## src/rtl/srt4_div.sv

```systemverilog
// srt4_div: sequential unsigned divider, radix-4 SRT with digits {-2..+2}.
//
// Ports:
//   clk        clock, rising edge
//   rst_n      synchronous reset, active HIGH (block is in reset while rst_n=1)
//   start      request, sampled only in IDLE
//   dividend   unsigned dividend, captured when start is accepted
//   divisor    unsigned divisor, captured when start is accepted
//   quotient   registered quotient
//   reminder   registered remainder
//   divfinish  one-cycle pulse, results valid
//   diverror   divide-by-zero flag, valid with divfinish, held until next result
//
// Handshake: start is accepted on a rising edge where the FSM is in IDLE; the
// result appears with divfinish=1 for exactly one cycle (state DONE) and stays
// on quotient/reminder/diverror until the next result load. start is ignored
// outside IDLE, so holding it high runs operations back to back.
//
// Datapath: the divisor is left-justified by s = lzc(divisor) and the dividend
// is shifted by the same s. The partial remainder w_reg is an integer; the low
// dividend bits not yet consumed sit left-aligned in l_reg and enter w two
// bits per step (long-division style), so w_reg stays DW+4 bits wide.

// On-the-fly quotient conversion: q_reg tracks Q, qm_reg tracks Q-1.
// Arithmetic is modulo 2^W; the final quotient always fits in W bits.
module srt4_otf #(
    parameter int W = 32
) (
    input  logic              clk,
    input  logic              rst,
    input  logic              init,
    input  logic              en,
    input  logic signed [2:0] digit,
    output logic [W-1:0]      q,
    output logic [W-1:0]      qm
);
    logic [W-1:0] q_reg, qm_reg;
    logic [W-1:0] q_nx, qm_nx;

    always_comb begin
        q_nx  = q_reg;
        qm_nx = qm_reg;
        case (digit)
            3'b010: begin q_nx = {q_reg[W-3:0], 2'd2};  qm_nx = {q_reg[W-3:0], 2'd1};  end
            3'b001: begin q_nx = {q_reg[W-3:0], 2'd1};  qm_nx = {q_reg[W-3:0], 2'd0};  end
            3'b000: begin q_nx = {q_reg[W-3:0], 2'd0};  qm_nx = {qm_reg[W-3:0], 2'd3}; end
            3'b111: begin q_nx = {qm_reg[W-3:0], 2'd3}; qm_nx = {qm_reg[W-3:0], 2'd2}; end
            3'b110: begin q_nx = {qm_reg[W-3:0], 2'd2}; qm_nx = {qm_reg[W-3:0], 2'd1}; end
            default: ;
        endcase
    end

    always_ff @(posedge clk) begin
        if (rst) begin
            q_reg  <= '0;
            qm_reg <= '0;
        end else if (init) begin
            q_reg  <= '0;
            qm_reg <= '1;  // Q-1 with Q=0, modulo 2^W
        end else if (en) begin
            q_reg  <= q_nx;
            qm_reg <= qm_nx;
        end
    end

    assign q  = q_reg;
    assign qm = qm_reg;
endmodule

module srt4_div #(
    parameter int DW = 32
) (
    input  logic          clk,
    input  logic          rst_n,
    input  logic          start,
    input  logic [DW-1:0] dividend,
    input  logic [DW-1:0] divisor,
    output logic [DW-1:0] quotient,
    output logic [DW-1:0] reminder,
    output logic          divfinish,
    output logic          diverror
);
    localparam int WW = DW + 4;
    localparam int QW = DW + 2;
    localparam int SW = $clog2(DW);
    localparam int CW = $clog2(DW / 2 + 2);

    typedef enum logic [2:0] {
        IDLE = 3'd0,
        NORM = 3'd1,
        ITER = 3'd2,
        CORR = 3'd3,
        DONE = 3'd4
    } state_t;

    state_t state, state_nx;

    logic [DW-1:0]        dvd_reg, dvs_reg, d_reg;
    logic signed [WW-1:0] w_reg;
    logic [QW-1:0]        l_reg;
    logic [SW-1:0]        shamt_reg;
    logic [CW-1:0]        iterations_reg, counter;
    logic [DW-1:0]        otf_q, otf_qm;

    function automatic logic [SW-1:0] lzc(input logic [DW-1:0] v);
        logic [SW-1:0] n;
        n = '0;
        for (int i = 0; i < DW; i++)
            if (v[i]) n = SW'(DW - 1 - i);
        return n;
    endfunction

    // Normalization. Steps n = floor((s+1)/2)+1 make 4^n >= 3*2^s, which keeps
    // the initial remainder below d/2 and inside the |w| <= 2d/3 bound.
    logic [SW-1:0]   norm_s;
    logic [CW-1:0]   norm_n;
    logic [DW-1:0]   norm_d, norm_r0;
    logic [2*DW-1:0] norm_x;
    logic [QW-1:0]   norm_l;

    always_comb begin
        norm_s  = lzc(dvs_reg);
        norm_n  = CW'((int'(norm_s) + 1) / 2 + 1);
        norm_d  = dvs_reg << norm_s;
        norm_x  = {{DW{1'b0}}, dvd_reg} << norm_s;
        norm_r0 = DW'(norm_x >> (2 * int'(norm_n)));
        norm_l  = QW'(norm_x << (QW - 2 * int'(norm_n)));
    end

    // One SRT step. p_hat is 4w truncated to 1/16 of the normalized scale;
    // thresholds indexed by the three divisor bits below the leading one.
    logic signed [WW-1:0] p_w, d_ext, w_next;
    logic signed [7:0]    p_hat, m2, m1;
    logic signed [2:0]    q_dig;

    always_comb begin
        d_ext = $signed({4'b0000, d_reg});
        p_w   = (w_reg <<< 2) + $signed({{(WW-2){1'b0}}, l_reg[QW-1 -: 2]});
        p_hat = p_w[WW-1 -: 8];
        case (d_reg[DW-2 -: 3])
            3'd0:    begin m2 = 8'sd12; m1 = 8'sd4; end
            3'd1:    begin m2 = 8'sd14; m1 = 8'sd4; end
            3'd2:    begin m2 = 8'sd15; m1 = 8'sd4; end
            3'd3:    begin m2 = 8'sd16; m1 = 8'sd4; end
            3'd4:    begin m2 = 8'sd18; m1 = 8'sd6; end
            3'd5:    begin m2 = 8'sd20; m1 = 8'sd6; end
            3'd6:    begin m2 = 8'sd22; m1 = 8'sd8; end
            default: begin m2 = 8'sd24; m1 = 8'sd8; end
        endcase
        if (p_hat >= m2)       q_dig = 3'sd2;
        else if (p_hat >= m1)  q_dig = 3'sd1;
        else if (p_hat >= -m1) q_dig = 3'sd0;
        else if (p_hat >= -m2) q_dig = -3'sd1;
        else                   q_dig = -3'sd2;
        case (q_dig)
            3'sd2:   w_next = p_w - (d_ext <<< 1);
            3'sd1:   w_next = p_w - d_ext;
            -3'sd1:  w_next = p_w + d_ext;
            -3'sd2:  w_next = p_w + (d_ext <<< 1);
            default: w_next = p_w;
        endcase
    end

    // A negative final remainder lies in [-2d/3, 0); adding d lands in [0, d),
    // so DW-bit modular addition is exact.
    logic [DW-1:0] rem_fix;
    assign rem_fix = w_reg[DW-1:0] + (w_reg[WW-1] ? d_reg : '0);

    srt4_otf #(.W(DW)) u3 (
        .clk   (clk),
        .rst   (rst_n),
        .init  (state == NORM),
        .en    (state == ITER),
        .digit (q_dig),
        .q     (otf_q),
        .qm    (otf_qm)
    );

    always_ff @(posedge clk) begin
        if (rst_n) state <= IDLE;
        else       state <= state_nx;
    end

    always_comb begin
        state_nx = state;
        case (state)
            IDLE: if (start) state_nx = NORM;
            NORM: state_nx = ((dvs_reg == '0) || (dvd_reg < dvs_reg)) ? DONE : ITER;
            ITER: if (counter == iterations_reg - CW'(1)) state_nx = CORR;
            CORR: state_nx = DONE;
            DONE: state_nx = IDLE;
            default: state_nx = IDLE;
        endcase
    end

    always_ff @(posedge clk) begin
        if (rst_n) begin
            dvd_reg        <= '0;
            dvs_reg        <= '0;
            d_reg          <= '0;
            w_reg          <= '0;
            l_reg          <= '0;
            shamt_reg      <= '0;
            iterations_reg <= '0;
            counter        <= '0;
            quotient       <= '0;
            reminder       <= '0;
            divfinish      <= 1'b0;
            diverror       <= 1'b0;
        end else begin
            divfinish <= (state_nx == DONE);
            case (state)
                IDLE: if (start) begin
                    dvd_reg <= dividend;
                    dvs_reg <= divisor;
                end
                NORM: begin
                    counter        <= '0;
                    d_reg          <= norm_d;
                    w_reg          <= $signed({4'b0000, norm_r0});
                    l_reg          <= norm_l;
                    shamt_reg      <= norm_s;
                    iterations_reg <= norm_n;
                    if (dvs_reg == '0) begin
                        quotient <= '1;
                        reminder <= dvd_reg;
                        diverror <= 1'b1;
                    end else if (dvd_reg < dvs_reg) begin
                        quotient <= '0;
                        reminder <= dvd_reg;
                        diverror <= 1'b0;
                    end
                end
                ITER: begin
                    w_reg   <= w_next;
                    l_reg   <= l_reg << 2;
                    counter <= counter + CW'(1);
                end
                CORR: begin
                    // qm already holds Q-1 for the negative-remainder case
                    quotient <= w_reg[WW-1] ? otf_qm : otf_q;
                    reminder <= rem_fix >> shamt_reg;
                    diverror <= 1'b0;
                end
                default: ;
            endcase
        end
    end
endmodule

```

## config.mk

```make
export PLATFORM = sky130hd
export DESIGN_NAME = srt4_div
export DESIGN_NICKNAME = d
export VERILOG_FILES = /design/src/rtl/srt4_div.sv
export SDC_FILE = /design/constraint.sdc
export NUM_CORES = 2
export LEC_CHECK = 0
export ABC_AREA = 1
export CORE_MARGIN = 1
export CORE_UTILIZATION = 55
export DETAILED_ROUTE_END_ITERATION = 8
export PLACE_DENSITY_LB_ADDON = 0.1
export SYNTH_ARGS = -nofsm -noshare
export SYNTH_HDL_FRONTEND = slang
export SYNTH_SLANG_ARGS = --single-unit
```

## constraint.sdc

```tcl
create_clock -name clk -period 6.25 [get_ports clk]
set_input_delay 0.625 -clock clk [delete_from_list [all_inputs] [get_ports clk]]
set_output_delay 0.625 -clock clk [all_outputs]
set_load 0.005 [all_outputs]
```

Yosys cells after proc, flatten, opt, wreduce, memory -nomap -nowiden
Index checks and enable logic that the tools add are counted.

storage, ports and cells
  register bits = 314
  output and inout port bits = 66
  input port bits = 67
  logic and storage cells = 133

cells by class
  order comparisons = 5
  bitwise logic cells = 1
  reduce and logical (&&, ||, !) cells = 16
  muxes and demuxes = 61
  shift operators = 5
  add/subtract/negate cells = 14
  eq/ne operators = 16

operators with widths
  operator                                        count
  32-bit one-hot mux with 5 select lines          2
  32-bit 2-to-1 mux                               8
  5-bit 2-to-1 mux                                32
  36-bit one-hot mux with 4 select lines          1
  32-bit one-hot mux with 2 select lines          2
  36-bit one-hot mux with 2 select lines          1
  34-bit one-hot mux with 2 select lines          1
  32-bit by 5-bit << shifter with 64-bit output   1
  64-bit by 32-bit << shifter with 34-bit output  1
  64-bit by 6-bit right shift with 32-bit output  1
  36-bit by 3-bit adder with 36-bit output        1
  36-bit by 33-bit adder with 36-bit output       1
  36-bit by 34-bit adder with 36-bit output       1
  36-bit by 33-bit subtractor with 36-bit output  1
  36-bit by 34-bit subtractor with 36-bit output  1
  5-bit one-hot mux with 7 select lines           1
  32-bit adder                                    1
  8-bit greater-or-equal comparator               4
  32-bit zero test                                1
  32-bit < comparator                             1
  32-bit by 5-bit << shifter with 32-bit output   1
  32-bit by 5-bit right shift with 32-bit output  1
  3-bit equality test, second input constant      6
  3-bit 2-to-1 mux                                6
  other kinds (25)                                41

Logic depth before layout (Yosys ltp)
  word-level depth = 39
  depth in mapped cells = 53
  gate-level depth less buffers = 50

By module
From an unflattened synthesis, not the netlist that was laid out.

unflattened totals
  cells, all modules = 5014
  area, all modules = 29615.9 um^2

modules (own cells, without submodules)
  module    cells each  area each (um^2)  times used
  srt4_div  4470        26195.1           1
  srt4_otf  544         3420.8            1

Worst setup path before layout
Ideal clock, no wire load.

  path kind = register to register
  from = register d_reg[29]
  to = register w_reg[33]
  slack = -311 ps
  arrival time = 6490 ps
  required time = 6180 ps
  stages on the path, launching flop included = 48
  setup time = 70 ps
  period minus slack after synthesis = 6561 ps
  path through = dfxtp_1 -> clkbuf_1 -> inv_1 -> nor3_1 -> inv_1 -> ha_1 -> xnor2_1 -> ha_1 -> nand3_1 -> o211ai_1 -> a21oi_1 -> o21ai_0 -> xnor2_1 -> o21bai_1 -> nand2_1 -> nand2_1 -> clkbuf_1 -> nor2_1 -> (+12 left out) -> a21oi_1 -> o21a_1 -> o21a_1 -> o21ai_1 -> a21boi_0 -> o21a_1 -> o21ai_1 -> nand2_1 -> nand2_1 -> a21boi_1 -> o21ai_0 -> a21oi_1 -> o21ai_1 -> a21oi_1 -> o21ai_0 -> nand3_1 -> o211ai_1 -> a21oi_1

on the way
  cells in the longest elaborated chain, start to end = 11

RTL lines
  item                                                                            line      source
  start, declared                                                                 98        logic [DW-1:0] dvd_reg, dvs_reg, d_reg;
  start signal, assigned                                                          219       d_reg <= norm_d;
  3-bit equality test (tied with other cells)                                     140       case (d_reg[DW-2 -: 3])
  5-bit one-hot mux with 7 select lines (tied with other cells)                   140
  8-bit negation / 4-bit one-hot mux with 2 select lines (equally long branches)  153, 140
  8-bit greater-or-equal comparator / 8-bit negation (equally long branches)      153, 152
  1-bit 2-to-1 mux / 8-bit greater-or-equal comparator (equally long branches)    153, 152
  3-bit 2-to-1 mux                                                                152       else if (p_hat >= -m1) q_dig = 3'sd0;
  3-bit 2-to-1 mux                                                                151       else if (p_hat >= m1) q_dig = 3'sd1;
  3-bit 2-to-1 mux                                                                150       if (p_hat >= m2) q_dig = 3'sd2;
  3-bit equality test (tied with other cells)                                     155       case (q_dig)
  36-bit one-hot mux with 4 select lines *                                        155
  36-bit one-hot mux with 2 select lines *                                        212       case (state)
  end signal, assigned                                                            220       w_reg <= $signed({4'b0000, norm_r0});
  end signal, assigned                                                            235       w_reg <= w_next;
  end, declared                                                                   99        logic signed [WW-1:0] w_reg;

Every way passes the cells marked *; elsewhere a longest branch is shown, timed or not.
A chain may end at the register's enable or synchronous reset.

Worst setup path in the final report
  from = register d_reg[29]
  to = register w_reg[30]

Same word-level chain as after synthesis.

==> metrics.md <==
| Metric | Value |
|---|---|
| GPL Wtd Cong | `about 1.1` |
| Leading area contributor after synthesis | `dfxtp_1` |
| Via count | `around 34000` |
| IO buf count | `~130` |
| Hold WC Path Type | `reg2reg` |
| Clk pwr share | `0.121` |
| Setup TNS | `-0.05650 ns` |
| Crit Reg-Reg Endpoint | `w_reg[30]` |
| Pleak | `approximately 15 nW` |
| Die height | `about 230 um` |
| Final Slew Violations | `0` |
| Setup violators final | `2` |
| DP HPWL | `about 84000 um` |
| Most common cell after layout, fill and taps aside | `nand2_1` |
| Total power draw | `between 0.015 and 0.02 W` |
| DRC | `0` |
| Clock skew | `around 0.033 ns` |
| Wire per inst | `20.30 um` |
| CP Capture Type | `flop` |
| CTS root buffer | `clkbuf_16` |
| Tot GR Track Use | `0.4073` |
| Share of cells above drive strength 1 | `0.08060` |
| Most frequent cells in the layout | `nand2_1 (1169), nand3_1 (639), o21ai_0 (490)` |
| Critical path class | `reg2reg` |
| Sw power | `0.01049 W` |
| Placed cell areas | `between 30000 and 40000 um2` |
| Grt ovf | `0` |
| DRT Pass-1 Iters | `8` |
| Reg-to-reg startpoint | `d_reg[29]` |
| CTS clock-pin slew for the worst setup and hold paths | `~0.060 ns` |
| DRT Wirelength | `between 100000 and 150000 um` |
| Internal power | `0.007751 W` |
| CP Launch Type | `flop` |
| Failing checks | `setup timing` |
| Async SR Flop Fraction | `0` |
| Fmax | `159.0 MHz` |
| Worst Path Max Fanout | `8` |
| Gate count after technology mapping | `between 4000 and 5000` |
| CTS Sinks | `roughly 310` |
| Htree depth | `2` |
| Critical Path RT | `slightly below 7 ns` |
| WHS Path Cells | `2` |
| Post-Layout Cell Count | `~5500` |
| CP Buf/Inv Count | `8` |
| Layout fillers | `between 5000 and 6000` |
| Slew margin rel. | `0.1985` |
| Final Instance Area | `about 33000 um2` |
| Hold Path End | `diverror` |
| Rows | `a little over 80` |
| Yosys top cell area share | `0.2165` |
| Placed insts | `~5400` |
| Initial antenna violation count | `7` |
| Vias in the first global route | `around 30000` |
| Hold Vio Cnt, Final | `0` |
| CTS max path bufs | `3` |
| RSZ-0062 raised after global routing | `yes` |
| Reg2reg path depth | `47` |
| Worst path max stage delay | `between 0.3 and 0.4 ns` |
| First-pass GRT wire length | `roughly 170000 um` |
| Synth-to-Final Area Change | `13.82%` |
| Chip Width | `231.4 um` |
| Antenna-violating nets left | `0` |
| Comb pwr share | `0.733` |
| Via density | `between 6 and 7` |
| Final worst setup slack | `-0.03844 ns` |
| Final core occ | `0.6381` |
| Synthesized area per cell | `6.037 um2` |
| Switching Share | `0.5751` |
| Most used cell, CP | `o21ai_2` |
| Post-route clock period utilization | `1.006` |
| Status | `finished with violations` |
| Slew @ Worst Pin | `between 1 and 1.5 ns` |
| Max_cap viols | `0` |
| Largest net degree at the start of global routing | `~160` |
| Worst-skew pair later-pin latency | `0.59 ns` |
| WP data arrival | `6.79 ns` |
| Period minus WS final | `6.288 ns` |
| Synth unique cells | `66` |
| R2R setup slack | `-0.04 ns` |
| Die ar. | `around 54000 um2` |
| Seq/Total Area, Yosys | `0.2165` |
| Num ports | `about 130` |
| DR iter-0 viols | `4134` |
| Post-Syn Area | `between 20000 and 30000 um2` |
| Initial core utilization | `0.5606` |
| Sequential share of power | `0.146` |
| Pwr Density | `approximately 550 nW/um2` |
| EDFF count, synth | `0` |
| Main synth FF type | `dfxtp_1` |
| IR drop worst, VDD | `~0.51 mV` |
| Synth warnings | `0` |
| CP delay by family, top | `compound AO/OA/AOI/OAI gates` |
| NumNets Final | `5053` |
| Hold Startpoint | `diverror` |
| Hold_buf cts | `0` |
| Register bit total from synthesis | `313` |
| CP max stage cell | `dfxtp_2` |
| Total CTS buffers | `37` |
| Top cells by area, synth | `dfxtp_1 (22%), nand2_1 (15%), nand3_1 (11%)` |
| Largest register FFs | `35` |
| CTS tree | `yes` |
| Core area | `between 50000 and 60000 um2` |
power by group through the flow:
stage	combinational [W]	clock, W	sequential [W]
2_1_floorplan	0.00883	0	0.00248
3_3_place_gp	0.0124	0	0.00267
5_1_grt	0.0146	0.00230	0.00267
3_5_place_dp	0.0125	0	0.00267
6_report	0.0134	0.00221	0.00266
4_1_cts	0.0126	0.00222	0.00263
layer usage:
metal  up-vias  share of wire  track usage
li1      16550              -            -
met3       309           0.10      0.08981
met1     15770           0.42       0.5423
met2      1639           0.43       0.6164
met5         -        0.00047            0
met4         4          0.052       0.2032
worst register-to-register path: cells and delay by family (launching register included):
family | cells | cell delay (ns)
XOR/XNOR | 3 | 0.38
buffers and inverters | 8 | 0.87
adder cells (fa/ha/maj) | 3 | 0.74
AND/OR/NAND/NOR | 13 | 1.25
AO/OA/AOI/OAI | 20 | 2.64
flip-flops | 1 | 0.33
area by class of cell:
cell class                      instances  area (um2)  share of cell area
Multi-Input combinational cell       3705       20160              0.6120
Sequential cell                       313        6275              0.1905
Timing Repair Buffer                  313        2731             0.08293
Inverter                              458        1722             0.05228
Clock buffer                           45       985.9             0.02994
Tap cell                              680       850.8             0.02583
Clock inverter                         17       209.0            0.006344
Antenna cell                            2       5.005           0.0001520
how the worst max path moves through the flow:
stage | from | endpoint | slack (ns) | cells past startpoint
3_5_place_dp | d_reg[29] | w_reg[32] | -0.51 | 49
6_report | d_reg[29] | w_reg[30] | -0.04 | 47
3_3_place_gp | d_reg[30] | w_reg[32] | -0.31 | 48
2_1_floorplan | d_reg[29] | w_reg[32] | 0.05 | 51
5_1_grt | d_reg[29] | w_reg[32] | -0.41 | 49
4_1_cts | d_reg[29] | w_reg[32] | -0.001 | 50
cells by family (layout without fill, tap and decap cells):
group                    Yosys count  after routing  share of synthesized area
adder cells (fa/ha/maj)          158            158                    0.06910
other                              1              6                  0.0001296
AO/OA/AOI/OAI                   1279           1279                     0.2540
buffers and inverters            778            833                     0.1027
XOR/XNOR                         102            102                    0.03152
AND/OR/NAND/NOR                 2138           2138                     0.3176
multiplexers                      24             24                   0.008302
flip-flops                       313            313                     0.2165
per-stage QoR:
stage,hold slack [ns],setup WS (ns)
5_1_grt,0.4753,-0.4116
6_report,0.4606,-0.03844
3_5_place_dp,0.4569,-0.5117
2_1_floorplan,0.4454,0.05250
3_3_place_gp,0.4517,-0.3083
4_1_cts,0.4646,-0.001299
Yosys cell counts, types with 54 or more instances:
library cell	n
inv_1	433
a31oi_1	77
o21ai_0	511
xor2_1	58
a21oi_1	362
nand3_1	643
nor2_1	178
dfxtp_1	313
ha_1	155
o221ai_1	76
nand2_1	1190
buf_1	54
clkbuf_1	237
o211ai_1	109
what timing repair did:
item / in CTS / in global routing
resized for setup: 23 / 98
endpoints found under the setup margin: 9 / 12
cloned: 0 / 1
buffers inserted: 6 / 25
pin swaps: 9 / 72
(Power assumes the default switching activity.)
